`src/rtl/watch_mode_sequencer_if.sv`:
```
// Button, alarm and display-select bundle shared by the mode sequencer and
// whatever drives it. The master side owns the inputs to the sequencer.
interface watch_mode_sequencer_if;
   logic       btn_mode;
   logic [2:0] btn_fn;
   logic       alarm_req;
   logic       tick_1s;
   logic [2:0] mode_sel;
   logic [2:0] timer_btn;
   logic [2:0] stopwatch_btn;
   logic [2:0] watch_btn;
   logic       mode_changed;

   modport master (
      output btn_mode, btn_fn, alarm_req, tick_1s,
      input  mode_sel, timer_btn, stopwatch_btn, watch_btn, mode_changed
   );

   modport slave (
      input  btn_mode, btn_fn, alarm_req, tick_1s,
      output mode_sel, timer_btn, stopwatch_btn, watch_btn, mode_changed
   );
endinterface

```
`src/rtl/watch_mode_sequencer.sv`:
```
// Watch mode sequencer: cycles timer/stopwatch/watch on the mode button,
// pre-empts into an alarm view while the cook-timer alarm sounds, routes
// function buttons to the active mode and (optionally) falls back to watch
// mode after a period of button inactivity.
// Optional feature macro: AUTO_RETURN_EN (idle auto-return to watch mode).
module watch_mode_sequencer #(
   parameter int IDLE_SEC = 30
) (
   input  logic                   clk,
   input  logic                   reset_p,
   watch_mode_sequencer_if.slave  bus
);

   if (IDLE_SEC < 1 || IDLE_SEC > 63) begin : g_idle_sec_range
      $error("watch_mode_sequencer: IDLE_SEC must be within 1..63");
   end

   typedef enum logic [1:0] {
      S_TIMER     = 2'd0,
      S_STOPWATCH = 2'd1,
      S_WATCH     = 2'd2,
      S_ALARM     = 2'd3
   } state_t;

   // Bus index of each routed function-button output.
   localparam int B_TIMER = 0;
   localparam int B_SW    = 1;
   localparam int B_WATCH = 2;

   state_t           state_q, state_d;
   logic [1:0]       saved_mode_q, saved_mode_d;
   logic             alarm_d1_q;
   logic [2:0]       mode_sel_q, mode_sel_d;
   logic             mode_changed_q, mode_changed_d;
   logic [2:0][2:0]  fn_bus_q, fn_bus_d;

   logic             alarm_rise;
   logic             auto_ret;
   logic             fn_drop;

   assign alarm_rise = bus.alarm_req & ~alarm_d1_q;

`ifdef AUTO_RETURN_EN
   logic [5:0] idle_cnt_q, idle_cnt_d;
   logic       idle_clr;

   // Return only from the two "setting" modes; the alarm view and the watch
   // itself never time out.
   assign auto_ret = ((state_q == S_TIMER) || (state_q == S_STOPWATCH)) &&
                     (idle_cnt_q >= 6'(IDLE_SEC));

   // An alarm edge pre-empts the return, so the counter is only cleared when
   // the return is actually taken.
   assign idle_clr = (|bus.btn_fn) | bus.btn_mode | (auto_ret & ~alarm_rise);

   // Idle counter: button activity beats a coincident tick; saturates at 63.
   always_comb begin
      idle_cnt_d = idle_cnt_q;
      if (idle_clr) begin
         idle_cnt_d = 6'd0;
      end else if (bus.tick_1s && (idle_cnt_q != 6'd63)) begin
         idle_cnt_d = idle_cnt_q + 6'd1;
      end
   end

   // Idle counter register.
   always_ff @(posedge clk) begin
      if (reset_p) begin
         idle_cnt_q <= 6'd0;
      end else begin
         idle_cnt_q <= idle_cnt_d;
      end
   end
`else
   assign auto_ret = 1'b0;
`endif

   // Display select for a state; the alarm view shows the timer.
   function automatic logic [2:0] sel_of(input state_t s);
      case (s)
         S_STOPWATCH: sel_of = 3'b010;
         S_WATCH:     sel_of = 3'b100;
         default:     sel_of = 3'b001;
      endcase
   endfunction

   // Next state: alarm edge, then auto-return, then the mode button.
   always_comb begin
      state_d      = state_q;
      saved_mode_d = saved_mode_q;
      case (state_q)
         S_TIMER, S_STOPWATCH, S_WATCH: begin
            if (alarm_rise) begin
               // An alarm already shows on the timer display; stay put there.
               if (state_q != S_TIMER) begin
                  saved_mode_d = state_q;
                  state_d      = S_ALARM;
               end
            end else if (auto_ret) begin
               state_d = S_WATCH;
            end else if (bus.btn_mode) begin
               case (state_q)
                  S_TIMER:     state_d = S_STOPWATCH;
                  S_STOPWATCH: state_d = S_WATCH;
                  default:     state_d = S_TIMER;
               endcase
            end
         end
         S_ALARM: begin
            if (!bus.alarm_req) begin
               case (saved_mode_q)
                  2'd0:    state_d = S_TIMER;
                  2'd1:    state_d = S_STOPWATCH;
                  default: state_d = S_WATCH;
               endcase
            end
         end
         default: state_d = S_WATCH;
      endcase
   end

   // Registered outputs: display select, change pulse, routed buttons.
   always_comb begin
      mode_sel_d     = sel_of(state_d);
      mode_changed_d = (mode_sel_d != mode_sel_q);
      fn_drop        = bus.btn_mode | alarm_rise | auto_ret;
      fn_bus_d       = '0;
      if (!fn_drop) begin
         case (state_q)
            S_STOPWATCH: fn_bus_d[B_SW]    = bus.btn_fn;
            S_WATCH:     fn_bus_d[B_WATCH] = bus.btn_fn;
            default:     fn_bus_d[B_TIMER] = bus.btn_fn;
         endcase
      end
   end

   // State, saved mode, alarm history and output registers.
   always_ff @(posedge clk) begin
      if (reset_p) begin
         state_q        <= S_TIMER;
         saved_mode_q   <= 2'd0;
         alarm_d1_q     <= 1'b0;
         mode_sel_q     <= 3'b001;
         mode_changed_q <= 1'b0;
         fn_bus_q       <= '0;
      end else begin
         state_q        <= state_d;
         saved_mode_q   <= saved_mode_d;
         alarm_d1_q     <= bus.alarm_req;
         mode_sel_q     <= mode_sel_d;
         mode_changed_q <= mode_changed_d;
         fn_bus_q       <= fn_bus_d;
      end
   end

   assign bus.mode_sel      = mode_sel_q;
   assign bus.mode_changed  = mode_changed_q;
   assign bus.timer_btn     = fn_bus_q[B_TIMER];
   assign bus.stopwatch_btn = fn_bus_q[B_SW];
   assign bus.watch_btn     = fn_bus_q[B_WATCH];

endmodule

```
`src/flat_wrapper.sv`:
```
// flat-port wrapper written by rule: the top's interface ports become plain ports
module watch_mode_sequencer_flat 
#(
   parameter int IDLE_SEC = 30
)
  (clk, reset_p, bus_btn_mode, bus_btn_fn, bus_alarm_req, bus_tick_1s, bus_mode_sel, bus_timer_btn, bus_stopwatch_btn, bus_watch_btn, bus_mode_changed);
  watch_mode_sequencer_if bus_i ();
  input  logic clk;
  input  logic reset_p;
  input wire logic [$bits(bus_i.btn_mode)-1:0] bus_btn_mode;
  input wire logic [$bits(bus_i.btn_fn)-1:0] bus_btn_fn;
  input wire logic [$bits(bus_i.alarm_req)-1:0] bus_alarm_req;
  input wire logic [$bits(bus_i.tick_1s)-1:0] bus_tick_1s;
  output wire logic [$bits(bus_i.mode_sel)-1:0] bus_mode_sel;
  output wire logic [$bits(bus_i.timer_btn)-1:0] bus_timer_btn;
  output wire logic [$bits(bus_i.stopwatch_btn)-1:0] bus_stopwatch_btn;
  output wire logic [$bits(bus_i.watch_btn)-1:0] bus_watch_btn;
  output wire logic [$bits(bus_i.mode_changed)-1:0] bus_mode_changed;
  assign bus_i.btn_mode = bus_btn_mode;
  assign bus_i.btn_fn = bus_btn_fn;
  assign bus_i.alarm_req = bus_alarm_req;
  assign bus_i.tick_1s = bus_tick_1s;
  assign bus_mode_sel = bus_i.mode_sel;
  assign bus_timer_btn = bus_i.timer_btn;
  assign bus_stopwatch_btn = bus_i.stopwatch_btn;
  assign bus_watch_btn = bus_i.watch_btn;
  assign bus_mode_changed = bus_i.mode_changed;
  watch_mode_sequencer #(.IDLE_SEC(IDLE_SEC)) u_core (.clk(clk), .reset_p(reset_p), .bus(bus_i));
endmodule
```
`config.mk`:
```
export PLATFORM = sky130hd
export DESIGN_NAME = watch_mode_sequencer_flat
export DESIGN_NICKNAME = d
export VERILOG_FILES = /design/src/rtl/watch_mode_sequencer_if.sv /design/src/rtl/watch_mode_sequencer.sv /design/src/flat_wrapper.sv
export SDC_FILE = /design/constraint.sdc
export NUM_CORES = 1
export LEC_CHECK = 0
export BUFFER_PORTS_ARGS = -buffer_cell sky130_fd_sc_hd__buf_2
export CAP_MARGIN = 20
export CORE_MARGIN = 10
export CORE_UTILIZATION = 49
export DETAILED_ROUTE_END_ITERATION = 12
export PLACE_DENSITY = 0.75
export SYNTH_ARGS = -nofsm -noshare
export SYNTH_HDL_FRONTEND = slang
export SYNTH_SLANG_ARGS = --single-unit
```
`constraint.sdc`:
```
create_clock -name clk -period 2.19 [get_ports clk]
set_input_delay 0.219 -clock clk [delete_from_list [all_inputs] [get_ports clk]]
set_output_delay 0.219 -clock clk [all_outputs]
set_load 0.02 [all_outputs]
```
# Yosys cells after proc, flatten, opt, wreduce, memory -nomap -nowiden
# Cells that the tools add are included.
[totals] reg_bits=18 latchBits=0 ramBits=0 rom_bits=0 in_bits=8 output_inout_bits=13 wordCells=36 n_memories=0
[op_classes] n_addsub=0 mul=0 div_mod_pow=0 magnitude_cmp=0 n_eq_ne=7 n_shift=0 n_mux=8 bitwise=5 reduce_logical=8
[ops] operator="2-bit one-hot mux with 2 select lines" n=3
[ops] operator="3-bit OR reduction" n=3
[ops] operator="2-bit 2-to-1 mux" n=4
[ops] operator="2-bit by 1-bit equality test with 1-bit output, second input constant" n=3
[ops] operator="2-bit equality test, second input constant" n=3
[ops] operator="3-bit one-hot mux with 2 select lines" n=1
[ops] operator="2-bit logical NOT" n=2
[ops] operator="4-bit OR reduction" n=1
[ops] operator="3-bit inequality test" n=1
[ops] operator="1-bit NOT" n=3
[ops] operator="3-bit AND reduction" n=1
[ops] operator="2-bit nonzero test" n=1
[ops] operator="1-bit bitwise AND" n=1
[ops] operator="1-bit bitwise OR" n=1

# Longest topological paths before layout
[logic_depth] depth_word=8 ltp_mapped=8 ltp_nobuf=8

# Worst setup path before layout
# No wires, ideal clock.
[synth_path] kind="reg2reg" startpoint="reg u_core.state_q[1]" endpoint="reg u_core.mode_sel_q[0], in the netlist u_core.bus.mode_sel[0]" setup_time_ps=123 arrival_time_ps=1825 required_time_ps=2067 slack_ps=242 path_stages_with_launch=8 path_buffers=0 period_less_slack_ps=1948 path_cell_list="dfxtp_1 inv_1 ha_1 mux2_4 a211oi_2 nor2b_1 ha_1 or2_2"
[synth_via] elab_chain_cells=7 word_cells_on_any_way=15 cone_classes="eq/ne (5); mux (7); reduce/logical (3)"
[synth_rtl] item="start, declared" line_no="watch_mode_sequencer.sv:30" source="state_t state_q, state_d;"
[synth_rtl] item="start signal, assigned" line_no="watch_mode_sequencer.sv:147" source="state_q <= state_d;"
[synth_rtl] item="2-bit by 1-bit equality test with 1-bit output or 2-bit logical NOT (tied branches)" line_no="watch_mode_sequencer.sv:91, watch_mode_sequencer.sv:102"
[synth_rtl] item="2-bit one-hot mux with 2 select lines" line_no="watch_mode_sequencer.sv:102" source="case (state_q)"
[synth_rtl] item="2-bit 2-to-1 mux" line_no="watch_mode_sequencer.sv:101" source="end else if (bus.btn_mode) begin"
[synth_rtl] item="2-bit 2-to-1 mux" line_no="watch_mode_sequencer.sv:93" source="if (alarm_rise) begin"
[synth_rtl] item="2-bit one-hot mux with 2 select lines *" line_no="watch_mode_sequencer.sv:91" source="case (state_q)"
[synth_rtl] item="net u_core.state_d[1]" line_no="watch_mode_sequencer.sv:30"
[synth_rtl] item="2-bit equality test or 2-bit by 1-bit equality test with 1-bit output (tied branches)" line_no="watch_mode_sequencer.sv:80" source="case (s)"
[synth_rtl] item="3-bit one-hot mux with 2 select lines *" line_no="watch_mode_sequencer.sv:80"
[synth_rtl] item="net u_core.mode_sel_d[0]" line_no="watch_mode_sequencer.sv:33" source="logic [2:0] mode_sel_q, mode_sel_d;"
[synth_rtl] item="end signal, assigned" line_no="watch_mode_sequencer.sv:150" source="mode_sel_q <= mode_sel_d;"
[synth_rtl] item="end, declared" line_no="watch_mode_sequencer.sv:33"
# The timed path passes the listed nets; every way through them passes the cells marked *.
# A chain may end at the register's enable or synchronous reset.

# Final worst setup path
[layout_path] startpoint="reg u_core.state_q[0]" endpoint="reg u_core.mode_sel_q[0], in the netlist u_core.bus.mode_sel[0]"
[layout_via] elab_chain_cells=7 word_cells_on_any_way=15 cone_classes="eq/ne (5); mux (7); reduce/logical (3)"
[layout_rtl] item="2-bit by 1-bit equality test with 1-bit output or 2-bit logical NOT (tied branches)" line_no="watch_mode_sequencer.sv:91, watch_mode_sequencer.sv:102"
[layout_rtl] item="2-bit one-hot mux with 2 select lines" line_no="watch_mode_sequencer.sv:102"
[layout_rtl] item="2-bit 2-to-1 mux" line_no="watch_mode_sequencer.sv:101"
[layout_rtl] item="2-bit 2-to-1 mux" line_no="watch_mode_sequencer.sv:93"
[layout_rtl] item="2-bit one-hot mux with 2 select lines *" line_no="watch_mode_sequencer.sv:91"
[layout_rtl] item="2-bit equality test or 2-bit by 1-bit equality test with 1-bit output (tied branches)" line_no="watch_mode_sequencer.sv:80"
[layout_rtl] item="3-bit one-hot mux with 2 select lines *" line_no="watch_mode_sequencer.sv:80"
[layout_rtl] item="net u_core.mode_sel_d[0]" line_no="watch_mode_sequencer.sv:33"
# Marked as above.

==> flow_metrics.py <==
metrics = {
    "timing": {
        "hold_ws_ns": 0.175,
        "fin_tns_setup_ns": 0,
        "rsz0062_at_grt": "false",
        "min_period_ns": 2.02,
        "fin_crit_sh_pct": 92.3,
        "final-max-slew-violation-count": 0,
        "setup_slack_ns": 0.169,
        "worst_slew_pin_slew_ns": 0.282,
        "setup_viol": 0,
        "slew_headroom_pct": 81.2,
        "fmax_ghz": 0.495,
        "fin_skew_ns": 0.00563,
        "final_hold_viol_count": 0,
    },
    "placed_design": {
        "gp_congestion": 0.777,
        "place_area_um2": 890,
        "hpwl_mm": 1.13,
        "dp.cells": 104,
        "place_ws_ns": 0.0864,
        "portBuffers": 19,
    },
    "critical_path": {
        "cp-end-kind": "register",
        "cp.arrival_ns": 2.20,
        "crit_type": "reg2reg",
        "cp-start-kind": "register",
        "path_max_fanout": 6,
        "critPathRequiredTime_ns": 2.37,
    },
    "pwr": {
        "power.switching_uw": 218,
        "power_density_nw_per_um2": 827,
        "swShare_pct": 28.4,
        "p_seq_share_pct": 48.1,
        "clkPwrFrac_pct": 26.4,
        "ir_drop_uv": 363,
        "p_int_uw": 549,
        "leakage_uw": 0.000464,
        "combPwrFrac_pct": 25.6,
    },
    "drt": {
        "first_iter_violations": 6,
        "vias": 566,
        "wl_per_cell_um": 13.2,
        "first_pass_iters": 4,
        "via_per_inst": 5.24,
        "wirelength_mm": 1.42,
        "postRouteAntennaNets": 0,
        "drc_errors": 0,
    },
    "grt": {
        "grt-ovfl-total": 0,
        "grtUsageTotal_pct": 8.67,
        "grt_pass1_vias": 578,
        "antenna_found_initial": 0,
        "grt_pass1_wl_mm": 2.32,
        "grt_max_degree": 11,
    },
    "logic_synthesis": {
        "ys_ff_latch": 18,
        "synth.distinct_cells": 22,
        "synthSimpleGateAreaFrac_pct": 22.7,
        "yosysTopAreaCellShare_pct": 46.8,
        "syn-cell-area_um2": 771,
        "synth_xor_xnor_area_share_pct": 3.41,
        "yosysMostFrequentCell": "dfxtp_1",
        "synthCells": 69,
        "ys_warn_count": 0,
        "synth_area_per_cell_um2": 11.2,
        "synth_top_cell_by_area": "dfxtp_1",
        "synthTopCellsByArea": "dfxtp_1 (47%), ha_1 (11%), and3_1 (7.3%), nor2b_1 (4.1%), mux2_4 (3.9%)",
        "synth_nets": 84,
        "async_flop_share_pct": 0,
        "yosys_most_used_dff": "dfxtp_1",
        "yosys-top-cells-count": "dfxtp_1 (18), and3_1 (9), ha_1 (7)",
        "synth_top_family_by_area": "simple AND/OR/NAND/NOR gates",
        "synth_fa_ha_area_share_pct": 11.4,
        "synth.area.mux_share_pct": 6.49,
        "synth_seq_area_share_pct": 46.8,
        "synth-edff-count": 0,
        "synth_compound_area_share_pct": 7.79,
    },
    "layout": {
        "diodes": 0,
        "area_growth_syn_to_layout_pct": 20.3,
        "layout.nets": 108,
        "final_cells": 108,
        "drive_gt1_share_pct": 34.8,
        "nFillCells": 139,
        "final_cell_area_um2": 927,
    },
    "floorplanning": {
        "rows": 14,
        "die-area_um2": 3560,
        "io_pins": 21,
        "core_area_um2": 1490,
        "fp.dieH_um": 59.7,
        "initial_core_util_pct": 51.8,
        "die_x_um": 59.7,
    },
    "clock_network": {
        "htree_num_levels": 1,
        "cts_sinks": 18,
        "cts_tree": "built",
        "clock_path_buffers": 2,
        "clk_latency_ns": 0.29,
        "clk_pin_slew_ns": 0.10,
        "cts_buffers": 3,
        "cts_setup_buffers": 0,
        "clockRootBuffer": "clkbuf_4",
    },
    "status": {
        "status": "complete, no violations",
    },
    "flow_run": {
        "maxCapViolations": 0,
    },
    "hold_path": {
        "hp-class": "in2reg",
    },
}
worst max-delay path: stages (launching register included):
cell and delay, ns:
dfxtp_2 0.40, inv_1 0.09, ha_1 0.20, mux2_4 0.26
a211oi_2 0.28, a31o_1 0.14, ha_1 0.24, or2_2 0.29
per-layer routing:
metal | global-route usage (%) | vias to the layer above | share of wire, % | routed length, µm
met5 | 0 | - | 0 | 0
met4 | 6.73 | 0 | 2.7 | 39
met3 | 4.66 | 4 | 13 | 180
met2 | 14.4 | 19 | 48 | 681
met1 | 7.61 | 258 | 37 | 521
li1 | - | 285 | - | -
cells by family after synthesis:
kind of cell / count (synthesis)
adder cells (fa/ha/maj): 7
flip-flops: 18
buffers and inverters: 3
AND/OR/NAND/NOR: 27
multiplexers: 4
XOR/XNOR: 3
AO/OA/AOI/OAI: 7
cells in the final DEF, fill, tap and decap left out, types with 3 or more instances in the layout:
cell / n
dfxtp_1: 17
and3_1: 9
nor2b_1: 5
buf_2: 19
clkbuf_4: 3
ha_1: 7
nor2_1: 4
xnor2_1: 3
registers in the layout (all words and copies together) (netlist names):
register / flops
u_core.bus.mode_sel: 3
u_core.bus.mode_changed: 1
u_core.bus.stopwatch_btn: 3
u_core.bus.timer_btn: 3
u_core.state_q: 2
u_core.saved_mode_q: 2
u_core.alarm_d1_q: 1
u_core.bus.watch_btn: 3
power groups by stage:
stage / logic [µW] / clock network [µW] / registers, µW
global placement: 194 / 0 / 375
finish: 196 / 202 / 368
floorplan: 119 / 0 / 401
CTS: 200 / 210 / 369
detailed placement: 198 / 0 / 376
global route: 218 / 224 / 372
path summary, 6_finish.rpt:
path | from | endpoint | slack (ns) | depth (start not counted)
worst max-delay path | u_core.state_q[0] | u_core.bus.mode_sel[0] | 0.17 | 7
worst min-delay path | bus_btn_fn[1] | u_core.bus.watch_btn[1] | 0.17 | 2
worst max register to register | u_core.state_q[0] | u_core.bus.mode_sel[0] | 0.17 | 7
worst min register to register | u_core.saved_mode_q[1] | u_core.saved_mode_q[1] | 0.51 | 2
metrics by stage:
step | total power (µW) | utilization, %
after floorplan | 520 | -
after global placement | 569 | 59.7
after detailed placement | 574 | 59.7
after CTS | 778 | 62.2
after global routing | 814 | 62.3
final | 766 | 62.3
area by class of cell:
type                    count  area (µm²)  area share [%]
clock buffers               4        36.3            3.91
inverters                   2        7.51           0.810
multi-input cells          48         399            43.0
well taps                  16        20.0            2.16
repair buffers             20         103            11.1
flip-flops and latches     18         362            39.0
what timing repair did:
item	in CTS	in global routing
setup endpoints to repair	0	2
resized for setup	0	1
hold buffers	0	0
Power figures use the tool's default switching activity.
